$ cat src/rtl/toll_lane_sched_pkg.sv
// Shared types and constants for the toll lane scheduler: FSM states,
// tag-code classes and the code classification function.
package toll_lane_sched_pkg;

  typedef enum logic [2:0] {
    ST_IDLE,
    ST_LOAD,
    ST_SHOW,
    ST_ALARM,
    ST_RELEASE
  } state_t;

  typedef enum logic [1:0] {
    CLS_VALID,
    CLS_ALARM,
    CLS_INVALID
  } code_class_t;

  localparam logic [3:0] ALARM_CODE = 4'b1111;
  localparam logic [1:0] EN_ON      = 2'b11;

  function automatic code_class_t classify_code(input logic [3:0] code);
    case (code)
      4'b0100, 4'b0101, 4'b0110,
      4'b1000, 4'b1001, 4'b1010,
      4'b1100, 4'b1101, 4'b1110: return CLS_VALID;
      ALARM_CODE:                return CLS_ALARM;
      default:                   return CLS_INVALID;
    endcase
  endfunction

endpackage

$ cat src/rtl/toll_lane_sched_rr_arbiter.sv
// Combinational round-robin pick: first set req bit at or above rr_ptr,
// wrapping from the top lane back to lane 0.
module toll_lane_sched_rr_arbiter #(
  parameter int NUM_LANES = 3,
  parameter int IDX_W     = $clog2(NUM_LANES)
) (
  input  logic [NUM_LANES-1:0] req,
  input  logic [IDX_W-1:0]     rr_ptr,
  output logic [NUM_LANES-1:0] winner_onehot,
  output logic [IDX_W-1:0]     winner_idx
);

  int  idx;
  logic found;

  always_comb begin
    // NOTE: every variable gets a default before the loop so no path
    // through this block can leave one unassigned and infer a latch.
    winner_onehot = '0;
    winner_idx    = '0;
    found         = 1'b0;
    idx           = 0;
    for (int off = 0; off < NUM_LANES; off++) begin
      idx = (int'(rr_ptr) + off) % NUM_LANES;
      if (!found && req[idx]) begin
        found              = 1'b1;
        winner_onehot[idx] = 1'b1;
        winner_idx         = IDX_W'(idx);
      end
    end
  end

endmodule

$ cat src/rtl/toll_lane_sched.sv
// Round-robin scheduler sharing one toll output stage between lanes:
// grants a lane, classifies its tag code, drives hipass/en, pulses done.
module toll_lane_sched
  import toll_lane_sched_pkg::*;
#(
  parameter int NUM_LANES    = 3,
  parameter int HOLD_CYCLES  = 8,
  parameter int ALARM_CYCLES = 16
) (
  input  logic                   clk,
  input  logic                   rst,
  input  logic [NUM_LANES-1:0]   req,
  input  logic [4*NUM_LANES-1:0] code_in,
  output logic [NUM_LANES-1:0]   grant,
  output logic [NUM_LANES-1:0]   done,
  output logic                   err,
  output logic [3:0]             hipass_out,
  output logic [1:0]             en_out,
  output logic                   busy
);

  localparam int IDX_W   = $clog2(NUM_LANES);
  localparam int CNT_MAX = (ALARM_CYCLES > HOLD_CYCLES) ? ALARM_CYCLES : HOLD_CYCLES;
  localparam int CNT_W   = $clog2(CNT_MAX) + 1;

  state_t              state, next_state;
  logic [IDX_W-1:0]    rr_ptr, win_idx_r, win_idx;
  logic [NUM_LANES-1:0] win_onehot;
  logic [3:0]          code_r, win_code;
  logic [CNT_W-1:0]    cnt;
  code_class_t         cur_class;

  toll_lane_sched_rr_arbiter #(
    .NUM_LANES (NUM_LANES),
    .IDX_W     (IDX_W)
  ) u_rr_arbiter (
    .req           (req),
    .rr_ptr        (rr_ptr),
    .winner_onehot (win_onehot),
    .winner_idx    (win_idx)
  );

  always_comb begin
    win_code = '0;
    for (int i = 0; i < NUM_LANES; i++) begin
      if (win_idx == IDX_W'(i)) win_code = code_in[4*i +: 4];
    end
  end

  assign cur_class = classify_code(code_r);
  assign busy      = (state != ST_IDLE);

  always_comb begin
    next_state = state;
    case (state)
      ST_IDLE:    if (|req) next_state = ST_LOAD;
      ST_LOAD: begin
        case (cur_class)
          CLS_VALID: next_state = ST_SHOW;
          CLS_ALARM: next_state = ST_ALARM;
          default:   next_state = ST_RELEASE;
        endcase
      end
      ST_SHOW:    if (cnt == CNT_W'(HOLD_CYCLES - 1))  next_state = ST_RELEASE;
      ST_ALARM:   if (cnt == CNT_W'(ALARM_CYCLES - 1)) next_state = ST_RELEASE;
      ST_RELEASE: next_state = ST_IDLE;
      default:    next_state = ST_IDLE;
    endcase
  end

  // Outputs are decoded from next_state so they change on the entering edge.
  always_ff @(posedge clk) begin
    if (rst) begin
      state      <= ST_IDLE;
      rr_ptr     <= '0;
      win_idx_r  <= '0;
      code_r     <= '0;
      cnt        <= '0;
      grant      <= '0;
      done       <= '0;
      err        <= 1'b0;
      hipass_out <= '0;
      en_out     <= '0;
    end else begin
      // NOTE: non-blocking assignments so every register here samples the
      // pre-edge values, independent of statement order.
      state <= next_state;

      case (state)
        ST_IDLE: begin
          if (|req) begin
            grant     <= win_onehot;
            code_r    <= win_code;
            win_idx_r <= win_idx;
          end
        end
        ST_LOAD:            cnt <= '0;
        ST_SHOW, ST_ALARM:  cnt <= cnt + CNT_W'(1);
        ST_RELEASE: begin
          grant  <= '0;
          rr_ptr <= (win_idx_r == IDX_W'(NUM_LANES - 1)) ? '0 : win_idx_r + IDX_W'(1);
        end
        default: ;
      endcase

      hipass_out <= '0;
      en_out     <= '0;
      done       <= '0;
      err        <= 1'b0;
      case (next_state)
        ST_SHOW: begin
          hipass_out <= code_r;
          en_out     <= EN_ON;
        end
        ST_ALARM:   hipass_out <= ALARM_CODE;
        ST_RELEASE: begin
          done <= grant;
          err  <= (cur_class == CLS_INVALID);
        end
        default: ;
      endcase
    end
  end

endmodule

$ cat config.mk
export PLATFORM = sky130hd
export DESIGN_NAME = toll_lane_sched
export DESIGN_NICKNAME = d
export VERILOG_FILES = /design/src/rtl/toll_lane_sched_pkg.sv /design/src/rtl/toll_lane_sched_rr_arbiter.sv /design/src/rtl/toll_lane_sched.sv
export SDC_FILE = /design/constraint.sdc
export NUM_CORES = 1
export LEC_CHECK = 0
export BUFFER_PORTS_ARGS = -buffer_cell sky130_fd_sc_hd__buf_2
export CORE_MARGIN = 4
export CORE_UTILIZATION = 58
export DETAILED_ROUTE_END_ITERATION = 10
export MAX_ROUTING_LAYER = met4
export PLACE_DENSITY = 0.84
export SYNTH_ARGS = -nofsm -noshare
export SYNTH_HDL_FRONTEND = slang
export SYNTH_SLANG_ARGS = --single-unit
$ cat constraint.sdc
create_clock -name clk -period 5.2 [get_ports clk]
set_clock_uncertainty 0.15 [all_clocks]
set_input_delay 0.26 -clock clk [delete_from_list [all_inputs] [get_ports clk]]
set_output_delay 0.26 -clock clk [all_outputs]
set_load 0.05 [all_outputs]
==> results.cfg <==
[route]
drc_errors = 0
wl_um = 3590
viasPerCell = 5.72
drt_iter0_markers = 64
via_count = 1442
wl_per_cell_um = 14.2
drtPass1Iterations = 4
ant_nets = 0

[worst_setup_path]
startpoint_type = register
end_kind = register
cpLargestDelayFamily = simple AND/OR/NAND/NOR gates
critPathKind = reg2reg
cpPeakStageDelay_ns = 0.40
required_ns = 5.30
crit_chain = inv_1 -> ha_1 -> nor2b_1 -> nand3b_1 -> a21oi_1 -> o21ai_0 -> o2111ai_1 -> nand2_1 -> nor4bb_4
cp_max_fo = 7
crit_slowest_cell = ha_1
arrival_ns = 2.59
r2r_setup_slack_ns = 2.70
crit_buf_inv = 1

[power]
p_int_uw = 480
power_frac_seq = 0.361
p_clk_frac = 0.160
swShare = 0.465
switchingPower_uw = 417
peakVddDrop_v = 0.000329
p_per_area_mw_per_mm2 = 503
p_leak_uw = 0.000770
combPwrFrac = 0.479

[floorplan]
die_w_um = 60.6
start_util = 0.625
rows = 18
die_h_um = 60.6
core-area_mm2 = 0.00257
ios = 31
design.die.area_mm2 = 0.00367

[synthesis]
synth_compound_area_frac = 0.216
synth_nets = 217
ys_seq_elements = 30
synth_top_family_by_area = simple AND/OR/NAND/NOR gates
synth_mux_area_frac = 0.0265
avgSynthCellArea_um2 = 8.27
yosysUniqueCellTypes = 46
yosysWarningCount = 0
synthAdderAreaFrac = 0.0468
ys_seq_area_frac = 0.374
synth-simple-area-share = 0.270
syn_area_mm2 = 0.00160
synthXorXnorAreaFrac = 0
syn_inst = 194

[min_path]
hold_class = in2reg

[cts]
ctsResizeCount = 0
cts_sinks = 30
tritoncts = done
cts_buffer_depth = 2
clkSlewWorstSetupHoldPaths_ns = 0.09
clockRootBuffer = clkbuf_4
htree_levels = 2
cts_setup_buffers = 0
cts_hold_buf = 0
cts_buffers = 5
clkLatencyLatePin_ns = 0.33

[sta]
max_freq_mhz = 401
hold_violations = 0
finalSetupViolCount = 0
slew_headroom = 0.485
min_period_ns = 2.50
rsz0062_at_grt = no
tightest_slew_ns = 0.766
fin_crit_sh = 0.480
maxSlewViolCount = 0
totalNegativeSetupSlack_ns = 0

[placed_design]
io_buffers = 30
hpwl_um = 2720
routabilityCongestion = 0.966

[global_route]
grt_max_degree = 21
grt_use_total = 0.233
grt_overflow = 0
antenna_found_initial = 0
grt_pass1_wl_um = 6180
grt_pass1_vias = 1386

[finish]
fin_util = 0.694
diodes = 0
final_nets = 244
regArea_um2 = 601
multi_input_area_um2 = 897
drive_above_1_share = 0.212
area_delta_synth_final_pct = 11.2
nFillCells = 214

[flow_run]
maxCapViolations = 0

[status]
status = completed
placed cells by master, fill, tap and decap left out, types with 2 or more instances in the layout:
master / Yosys / routed
clkbuf_4: 0 / 5
o21ai_1: 2 / 2
mux2i_1: 2 / 2
o211ai_1: 6 / 6
nor3_1: 7 / 7
nand3_1: 3 / 3
nor2b_1: 4 / 4
a311oi_1: 3 / 3
nand4_1: 2 / 2
nand3_2: 2 / 2
nor2_1: 34 / 34
nand3b_1: 2 / 2
a21o_1: 3 / 3
a22oi_1: 2 / 2
dfxtp_1: 30 / 30
a31oi_1: 2 / 2
o21bai_1: 2 / 2
buf_2: 1 / 30
nand2_1: 12 / 12
mux2_2: 2 / 2
o2111ai_1: 3 / 3
a211oi_1: 2 / 2
and2_1: 4 / 4
a21oi_1: 15 / 15
ha_1: 6 / 6
o21ai_0: 4 / 4
o21ai_2: 2 / 2
nor3b_1: 2 / 2
nand2b_1: 3 / 3
inv_1: 10 / 10
metal layers:
metal / global-route usage / up-vias / routed length (um)
met2: 0.385 / 25 / 1790
li1: - / 741 / -
met3: 0.0745 / 6 / 171
met5: - / - / 0
met4: 0.0743 / 0 / 44
met1: 0.268 / 670 / 1580
through the flow:
step	total power [uW]	instance area, um^2	setup slack, ns	hold slack (ns)	std cells
floorplan	691	1600	2.92	0.313	194
global placement	736	1720	2.89	0.321	244
detailed placement	755	1720	2.74	0.323	244
CTS	897	1780	2.72	0.100	252
global route	960	1780	2.44	0.139	252
finish	897	1780	2.70	0.107	252
cells in the mapped netlist (all sizes together):
| cell | number | area [um^2] |
|---|---|---|
| a2111oi | 1 | 8.76 |
| a211oi | 3 | 27.5 |
| a21o | 3 | 22.5 |
| a21oi | 15 | 75.1 |
| a22oi | 2 | 15.0 |
| a2bb2oi | 1 | 8.76 |
| a311oi | 3 | 26.3 |
| a31oi | 2 | 12.5 |
| a32oi | 1 | 8.76 |
| and2 | 4 | 25.0 |
| and3 | 1 | 6.26 |
| and3b | 1 | 8.76 |
| buf | 5 | 50.0 |
| clkbuf | 5 | 18.8 |
| dfxtp | 30 | 601 |
| ha | 6 | 75.1 |
| inv | 10 | 37.5 |
| mux2 | 2 | 22.5 |
| mux2i | 2 | 20.0 |
| nand2 | 12 | 45.0 |
| nand2b | 3 | 18.8 |
| nand3 | 5 | 35.0 |
| nand3b | 2 | 15.0 |
| nand4 | 2 | 12.5 |
| nand4b | 1 | 8.76 |
| nor2 | 34 | 128 |
| nor2b | 4 | 25.0 |
| nor3 | 7 | 35.0 |
| nor3b | 2 | 15.0 |
| nor4 | 1 | 6.26 |
| nor4bb | 1 | 25.0 |
| o2111ai | 3 | 26.3 |
| o211ai | 6 | 45.0 |
| o21ai | 8 | 47.6 |
| o21bai | 2 | 15.0 |
| o31ai | 1 | 7.51 |
| or2 | 2 | 12.5 |
| or3 | 1 | 11.3 |
flip-flops by register name (all words and copies together), names as in the netlist, 2 cells and up:
register and cells:
cnt 5, code_r 4, hipass_out 4, done 3
grant 3, state 3, cur_class 2, rr_ptr 2
win_idx_r 2
cells by family (layout without fill, tap and decap cells):
family / after synthesis / in the layout
mux: 4 / 4
compound gates: 51 / 51
buf+inv: 20 / 48
fa+ha+maj: 6 / 6
simple gates: 83 / 83
flops: 30 / 30
final timing paths:
| check | from | to | cells after the start |
|---|---|---|---|
| hold / removal | code_in[5] | code_r[1] | 3 |
| setup reg to reg | rr_ptr[0] | cur_class[0] | 9 |
| hold reg to reg | grant[0] | done[0] | 1 |
| setup / recovery | rr_ptr[0] | cur_class[0] | 9 |
tightest hold or removal path, cell delays in order:
cell,delay [ns]
buf_2,0.08
o2111ai_1,0.10
nand3_2,0.12
area by class of cell:
| cell class | count | area share |
|---|---|---|
| Multi-Input combinational cell | 144 | 0.503 |
| Timing Repair Buffer | 30 | 0.0842 |
| Clock inverter | 1 | 0.00281 |
| Inverter | 10 | 0.0211 |
| Tap cell | 30 | 0.0211 |
| Clock buffer | 7 | 0.0309 |
| Sequential cell | 30 | 0.337 |
power by group through the flow:
stage | combinational, uW | sequential [uW] | clock [uW]
after floorplan | 306 | 385 | 0
after global placement | 411 | 325 | 0
after detailed placement | 428 | 327 | 0
after CTS | 429 | 322 | 146
after global routing | 471 | 331 | 158
final | 429 | 324 | 144
(Power assumes the default switching activity.)
